[src/rtl/sio_l2b_rsp_collector.sv]
// sio_l2b_rsp_collector
// Collects one L2 bank's read-response packets (one header beat followed by
// sixteen data beats), checks per-halfword even parity on every beat, and
// assembles a 64-byte line with its ctag and error flags. Completed lines are
// queued in a small circular buffer and presented on a registered
// valid/ready interface toward the SIO egress arbiter. Each freed buffer
// entry is returned to the bank as a one-cycle credit pulse.

module sio_l2b_rsp_collector #(
  parameter int DEPTH = 2,
  parameter int CNT_W = 8
) (
  input  logic             iol2clk,
  input  logic             rst,
  input  logic             l2b_sio_ctag_vld,
  input  logic [31:0]      l2b_sio_data,
  input  logic [1:0]       l2b_sio_parity,
  input  logic             l2b_sio_ue_err,
  output logic             rsp_vld,
  input  logic             rsp_rdy,
  output logic [15:0]      rsp_ctag,
  output logic [511:0]     rsp_data,
  output logic             rsp_perr,
  output logic             rsp_ue,
  output logic             sio_l2b_credit,
  output logic             ovf_err,
  output logic             proto_err,
  output logic [CNT_W-1:0] perr_cnt
);

  localparam int PTR_W = $clog2(DEPTH);
  localparam int OCC_W = $clog2(DEPTH) + 1;
  localparam logic [OCC_W-1:0] OCC_FULL  = OCC_W'(DEPTH);
  localparam logic [OCC_W-1:0] OCC_ONE   = OCC_W'(1);
  localparam logic [PTR_W-1:0] PTR_ONE   = PTR_W'(1);
  localparam logic [PTR_W-1:0] PTR_LAST  = PTR_W'(DEPTH - 1);
  localparam logic [3:0]       LAST_BEAT = 4'd15;
  localparam logic [CNT_W-1:0] CNT_MAX   = {CNT_W{1'b1}};

  typedef enum logic {
    IDLE,
    DATA
  } state_t;

  // Receive FSM state and data-beat index
  state_t     state_q;
  state_t     state_d;
  logic [3:0] beat_q;
  logic [3:0] beat_d;

  // Per-cycle beat classification from the FSM
  logic hdr_beat;
  logic data_wr;
  logic pkt_done;
  logic proto_hit;

  // Parity and error evaluation of the current beat
  logic par_bad_hi;
  logic par_bad_lo;
  logic beat_perr;

  // Staging area for the packet being assembled
  logic [31:0]  stg_word [16];
  logic [511:0] stg_line;
  logic [15:0]  stg_ctag;
  logic         stg_perr;
  logic         stg_ue;
  logic         done_pend;

  // Packet buffer storage and bookkeeping
  logic [15:0]      buf_ctag [DEPTH];
  logic [511:0]     buf_data [DEPTH];
  logic             buf_perr [DEPTH];
  logic             buf_ue   [DEPTH];
  logic [PTR_W-1:0] wr_ptr;
  logic [PTR_W-1:0] rd_ptr;
  logic [PTR_W-1:0] rd_next;
  logic [OCC_W-1:0] occ_q;
  logic [OCC_W-1:0] occ_d;
  logic [OCC_W-1:0] occ_after_pop;
  logic             pop;
  logic             push;
  logic             drop;

  // Circular pointer advance with explicit wrap at DEPTH-1
  function automatic logic [PTR_W-1:0] ptr_inc(input logic [PTR_W-1:0] p);
    if (p == PTR_LAST) begin
      return '0;
    end
    return p + PTR_ONE;
  endfunction

  // Receive FSM state register; reset abandons any partial packet
  always_ff @(posedge iol2clk) begin
    if (rst) begin
      state_q <= IDLE;
      beat_q  <= '0;
    end else begin
      state_q <= state_d;
      beat_q  <= beat_d;
    end
  end

  // Next-state logic: a header restarts the packet from any state, beat 15 completes it
  always_comb begin
    state_d   = state_q;
    beat_d    = beat_q;
    hdr_beat  = 1'b0;
    data_wr   = 1'b0;
    pkt_done  = 1'b0;
    proto_hit = 1'b0;
    case (state_q)
      IDLE: begin
        if (l2b_sio_ctag_vld) begin
          hdr_beat = 1'b1;
          state_d  = DATA;
          beat_d   = '0;
        end
      end
      DATA: begin
        if (l2b_sio_ctag_vld) begin
          proto_hit = 1'b1;
          hdr_beat  = 1'b1;
          beat_d    = '0;
        end else begin
          data_wr = 1'b1;
          if (beat_q == LAST_BEAT) begin
            pkt_done = 1'b1;
            state_d  = IDLE;
            beat_d   = '0;
          end else begin
            beat_d = beat_q + 4'd1;
          end
        end
      end
      default: begin
        state_d = IDLE;
        beat_d  = '0;
      end
    endcase
  end

  // Even parity per halfword; a beat counts as one parity error regardless of how many halves mismatch
  always_comb begin
    par_bad_hi = (^l2b_sio_data[31:16]) != l2b_sio_parity[1];
    par_bad_lo = (^l2b_sio_data[15:0])  != l2b_sio_parity[0];
    beat_perr  = (hdr_beat || data_wr) && (par_bad_hi || par_bad_lo);
  end

  // Staging data words; every slot is rewritten by each packet so no reset is needed
  always_ff @(posedge iol2clk) begin
    if (data_wr) begin
      stg_word[beat_q] <= l2b_sio_data;
    end
  end

  // Flatten staging words so beat 0 lands in the most significant word
  always_comb begin
    stg_line = '0;
    for (int i = 0; i < 16; i++) begin
      stg_line[511 - 32*i -: 32] = stg_word[i];
    end
  end

  // Staging ctag and error flags; a header beat restarts them from its own parity/ue status
  always_ff @(posedge iol2clk) begin
    if (rst) begin
      stg_ctag  <= '0;
      stg_perr  <= 1'b0;
      stg_ue    <= 1'b0;
      done_pend <= 1'b0;
    end else begin
      done_pend <= pkt_done;
      if (hdr_beat) begin
        stg_ctag <= l2b_sio_data[15:0];
        stg_perr <= beat_perr;
        stg_ue   <= l2b_sio_ue_err;
      end else if (data_wr) begin
        stg_perr <= stg_perr | beat_perr;
        stg_ue   <= stg_ue | l2b_sio_ue_err;
      end
    end
  end

  // Push/pop decisions; a pop in the completion cycle makes room on a full buffer
  always_comb begin
    pop           = rsp_vld && rsp_rdy;
    push          = done_pend && ((occ_q != OCC_FULL) || pop);
    drop          = done_pend && !push;
    occ_after_pop = pop ? (occ_q - OCC_ONE) : occ_q;
    rd_next       = pop ? ptr_inc(rd_ptr) : rd_ptr;
    case ({push, pop})
      2'b10:   occ_d = occ_q + OCC_ONE;
      2'b01:   occ_d = occ_q - OCC_ONE;
      default: occ_d = occ_q;
    endcase
  end

  // Buffer entry storage, written at the tail on a successful push
  always_ff @(posedge iol2clk) begin
    if (push) begin
      buf_ctag[wr_ptr] <= stg_ctag;
      buf_data[wr_ptr] <= stg_line;
      buf_perr[wr_ptr] <= stg_perr;
      buf_ue[wr_ptr]   <= stg_ue;
    end
  end

  // Buffer pointers and occupancy
  always_ff @(posedge iol2clk) begin
    if (rst) begin
      wr_ptr <= '0;
      rd_ptr <= '0;
      occ_q  <= '0;
    end else begin
      if (push) begin
        wr_ptr <= ptr_inc(wr_ptr);
      end
      rd_ptr <= rd_next;
      occ_q  <= occ_d;
    end
  end

  // Registered head view; an entry pushed this cycle becomes visible one cycle later
  always_ff @(posedge iol2clk) begin
    if (rst) begin
      rsp_vld  <= 1'b0;
      rsp_ctag <= '0;
      rsp_data <= '0;
      rsp_perr <= 1'b0;
      rsp_ue   <= 1'b0;
    end else begin
      rsp_vld <= (occ_after_pop != '0);
      if (occ_after_pop != '0) begin
        rsp_ctag <= buf_ctag[rd_next];
        rsp_data <= buf_data[rd_next];
        rsp_perr <= buf_perr[rd_next];
        rsp_ue   <= buf_ue[rd_next];
      end
    end
  end

  // Status outputs: credit and protocol pulses, sticky overflow, saturating parity count
  always_ff @(posedge iol2clk) begin
    if (rst) begin
      sio_l2b_credit <= 1'b0;
      proto_err      <= 1'b0;
      ovf_err        <= 1'b0;
      perr_cnt       <= '0;
    end else begin
      sio_l2b_credit <= pop;
      proto_err      <= proto_hit;
      ovf_err        <= ovf_err | drop;
      if (beat_perr && (perr_cnt != CNT_MAX)) begin
        perr_cnt <= perr_cnt + {{(CNT_W-1){1'b0}}, 1'b1};
      end
    end
  end

endmodule

[config.mk]
export PLATFORM = sky130hd
export DESIGN_NAME = sio_l2b_rsp_collector
export DESIGN_NICKNAME = d
export VERILOG_FILES = /design/src/rtl/sio_l2b_rsp_collector.sv
export SDC_FILE = /design/constraint.sdc
export NUM_CORES = 2
export LEC_CHECK = 0
export ABC_AREA = 1
export BUFFER_PORTS_ARGS = -buffer_cell sky130_fd_sc_hd__buf_4
export CAP_MARGIN = 20
export CORE_MARGIN = 2
export CORE_UTILIZATION = 63
export DETAILED_ROUTE_END_ITERATION = 6
export PLACE_DENSITY = 0.88
export SYNTH_ARGS = -nofsm -noshare
export SYNTH_HDL_FRONTEND = slang
export SYNTH_SLANG_ARGS = --single-unit
[constraint.sdc]
create_clock -name iol2clk -period 43.3 [get_ports iol2clk]
set_input_delay 4.33 -clock iol2clk [delete_from_list [all_inputs] [get_ports iol2clk]]
set_output_delay 4.33 -clock iol2clk [all_outputs]
set_load 0.1 [all_outputs]
==> impl_metrics.toml <==
[power_and_ir_drop]
irDropWorstVdd_v = 0.00004408
power_leakage_uw = 0.02861
internal_power_uw = 3124
pwr-share-clk = 0.419
power_density_nw_per_um2 = 47.62
p_switching_uw = 840.9
sw_frac_of_total = 0.2121
p_seq_frac = 0.554
combPwrFrac = 0.027

[floorplan]
start_util = 0.6355
rows = 123
core-area_sq_um = 112500
io-pin-count = 581
die_w_um = 340.9
die_h_um = 340.9
die_area_sq_um = 116200

[worst_setup_path]
crit_buf_inv = 5
critPathRequiredTime_ns = 44.02
crit_chain = "buf_4, nand2_2, or2_1, nand2_8, inv_8, buf_4, buf_4, buf_4, a21oi_1, a21oi_1"
crit_path_start_kind = "input port"
path_common_cell = "buf_4"
crit_arrival_ns = 9.52
endpoint_kind = "flop"
cpLargestDelayFamily = "buffers and inverters"
cp_max_fo = 133
path_class = "input port to flop"
cp_slowest_cell = "buf_4"
cpPeakStageDelay_ns = 0.97

[clock_network]
cts_setup_buffers = 0
cts_tree = "built"
cts_num_sinks = 2142
clk_latency_ns = 0.82
clock_path_buffers = 3
clock-root-buffer = "clkbuf_16"
ctsHoldBuffers = 0
h-tree-depth = 4
cts_made_buffers = 190
cts_resized = 0
path_clk_slew_ns = 0.06

[sta]
max_freq_ghz = 0.1137
final_hold_viol_count = 0
drv_slew = 0
timing.final.ws_setup_ns = 34.50
setup_tns_ns = 0
setup_violations = 0
rsz0062_at_grt = "no"
post-route-period-util = 0.2031
fin_worst_skew_ns = 0.03724
tightest_slew_ns = 1.218
slew-limit-headroom = 0.1879
fin_crit_ns = 8.795

[route]
drtIter0Drc = 7472
ant_nets = 0
drt_wl_total_um = 203900
wl_per_cell_um = 28.84
drt_first_pass_iters = 7
vias = 45910
drc = 1
vias_per_cell = 6.492

[logic_synthesis]
syn_inst = 4869
muxShareOfSynthArea = 0
synthAdderAreaFrac = 0.001225
synthArstFlopShare = 0
synth.distinct_cells = 28
ys_seq_area_frac = 0.8199
synth-seq-cells = 2142
synth_edf_count = 1572
ys.flop_type = "edfxtp_1"
ys_warn_count = 0
synth_xor_area_frac = 0.003798
synth_top_family_by_area = "compound AO/OA/AOI/OAI gates"
synth.cell_area_sq_um = 71490
avgSynthCellArea_sq_um = 14.68
synth_nets = 4915
synth-compound-area-share = 0.1141
synth-simple-area-share = 0.03933

[global_route]
antenna_found_initial = 11
grt_pass1_vias = 45020
grtUsageTotal = 0.3432
grt_pass1_wl_um = 291200
grt-ovfl-total = 0
grt_max_degree = 186

[finish]
fin_nets = 5439
layout-drive-gt1-share = 0.1707
fin_cells = 7072
regArea_sq_um = 58620
fillers = 5998
final_core_utilization = 0.7401
multi_input_area_sq_um = 11490
area_growth_pct = 16.47

[placement]
portBuffers = 580
dp_cells = 6694
dp_hpwl_um = 103400
place_congestion = 0.7981
pre_cts_ws_ns = 34.05

[min_path]
hold_class = "flop to flop"

[job]
maxCapViolations = 0

[status]
violations = "design-rule violations"
outcome = "complete, but fails checks"
-- worst reg2reg max path, stage by stage, from the launching register on --
cell and delay [ns]:
dfxtp_1 0.32, nand2_2 0.18, or2_1 0.24, nand2_8 0.29
inv_8 0.79, buf_4 1.09, buf_4 1.08, buf_4 0.94
a21oi_1 0.24, a21oi_1 0.24
-- Yosys cell counts, types with 2 or more instances --
library cell / instances / area [sq um]
edfxtp_1: 1572 / 47210
a21oi_1: 1088 / 5445
nand2_1: 655 / 2459
dfxtp_1: 570 / 11410
o21ai_0: 434 / 2172
buf_2: 217 / 1086
o21ai_1: 103 / 515.5
clkbuf_1: 79 / 296.5
inv_1: 32 / 120.1
nor2_1: 31 / 116.4
nand3_1: 19 / 95.09
xor2_1: 17 / 148.9
xnor2_1: 14 / 122.6
ha_1: 7 / 87.58
nand4_1: 7 / 43.79
nand2_2: 6 / 37.54
inv_2: 4 / 15.01
nor3_1: 3 / 15.01
buf_4: 2 / 15.01
-- power groups by stage --
stage / combinational [uW] / clock [uW] / sequential [uW]
final: 105 / 1660 / 2200
after global routing: 107 / 1740 / 2200
after CTS: 103 / 1660 / 2200
after detailed placement: 102 / 0 / 2240
after global placement: 100 / 0 / 2240
after floorplan: 25.5 / 0 / 2270
-- sequential cells by signal, indices dropped and copies added, names as in the netlist, 2 cells and up --
name / flops
buf_ue: 2
rsp_ctag: 16
occ_q: 2
buf_perr: 2
buf_ctag: 32
perr_cnt: 8
beat_q: 4
rsp_data: 512
stg_ctag: 16
stg_word: 512
buf_data: 1024
-- worst paths after layout --
check	depth (start not counted)	slack, ns	endpoint	startpoint
worst max-delay path	10	34.50	rsp_data[90]	rsp_rdy
worst min register to register	0	0.42	buf_data[1][174]	stg_word[10][14]
worst max register to register	9	37.80	rsp_data[90]	rsp_vld
worst min-delay path	0	0.42	buf_data[1][174]	stg_word[10][14]
-- cell families (layout without fill, tap and decap cells) --
family                     count (synthesis)  count (layout)
AOI/OAI and AO/OA                       1628            1628
xor gates and xnor gates                  31              31
adders and majority gates                  7               7
buffers and inverters                    336            1027
DFF                                     2142            2142
other                                      0              12
and+or+nand+nor                          725             725
-- cell usage in the layout, fill, tap and decap left out, types with 14 or more instances in the layout --
| cell | count |
|---|---|
| o21ai_0 | 434 |
| clkbuf_8 | 36 |
| nor2_4 | 18 |
| nand3_1 | 19 |
| a21oi_1 | 1088 |
| o21ai_1 | 103 |
| dfxtp_1 | 570 |
| edfxtp_1 | 1572 |
| clkinv_2 | 39 |
| buf_4 | 616 |
| inv_1 | 32 |
| xor2_1 | 17 |
| clkbuf_16 | 193 |
| xnor2_1 | 14 |
| clkinv_1 | 16 |
| nand2_1 | 655 |
| clkbuf_1 | 58 |
-- routing by layer --
layer	global-route usage	share of wire	vias up
li1	-	-	18870
met4	0.1943	0.061	2
met1	0.4459	0.33	22370
met2	0.5429	0.48	4004
met5	0	0.000064	-
met3	0.07553	0.13	662
-- stage by stage --
stage	cell area (sq um)	total power, uW	hold slack (ns)
2_1_floorplan	71490	2295	0.4215
3_3_place_gp	76880	2341	0.4216
3_5_place_dp	76940	2343	0.4290
4_1_cts	83070	3961	0.4219
5_1_grt	83250	4042	0.4356
6_report	83270	3965	0.4249
-- layout make-up --
class | instances | area share
Inverter | 36 | 0.001893
Sequential cell | 2142 | 0.7040
Clock buffer | 287 | 0.06657
Tap cell | 1500 | 0.02254
Clock inverter | 72 | 0.007047
Timing Repair Buffer | 632 | 0.05966
Multi-Input combinational cell | 2391 | 0.1380
Antenna cell | 12 | 0.0003606
No activity file was read; power rests on OpenSTA's default activity.
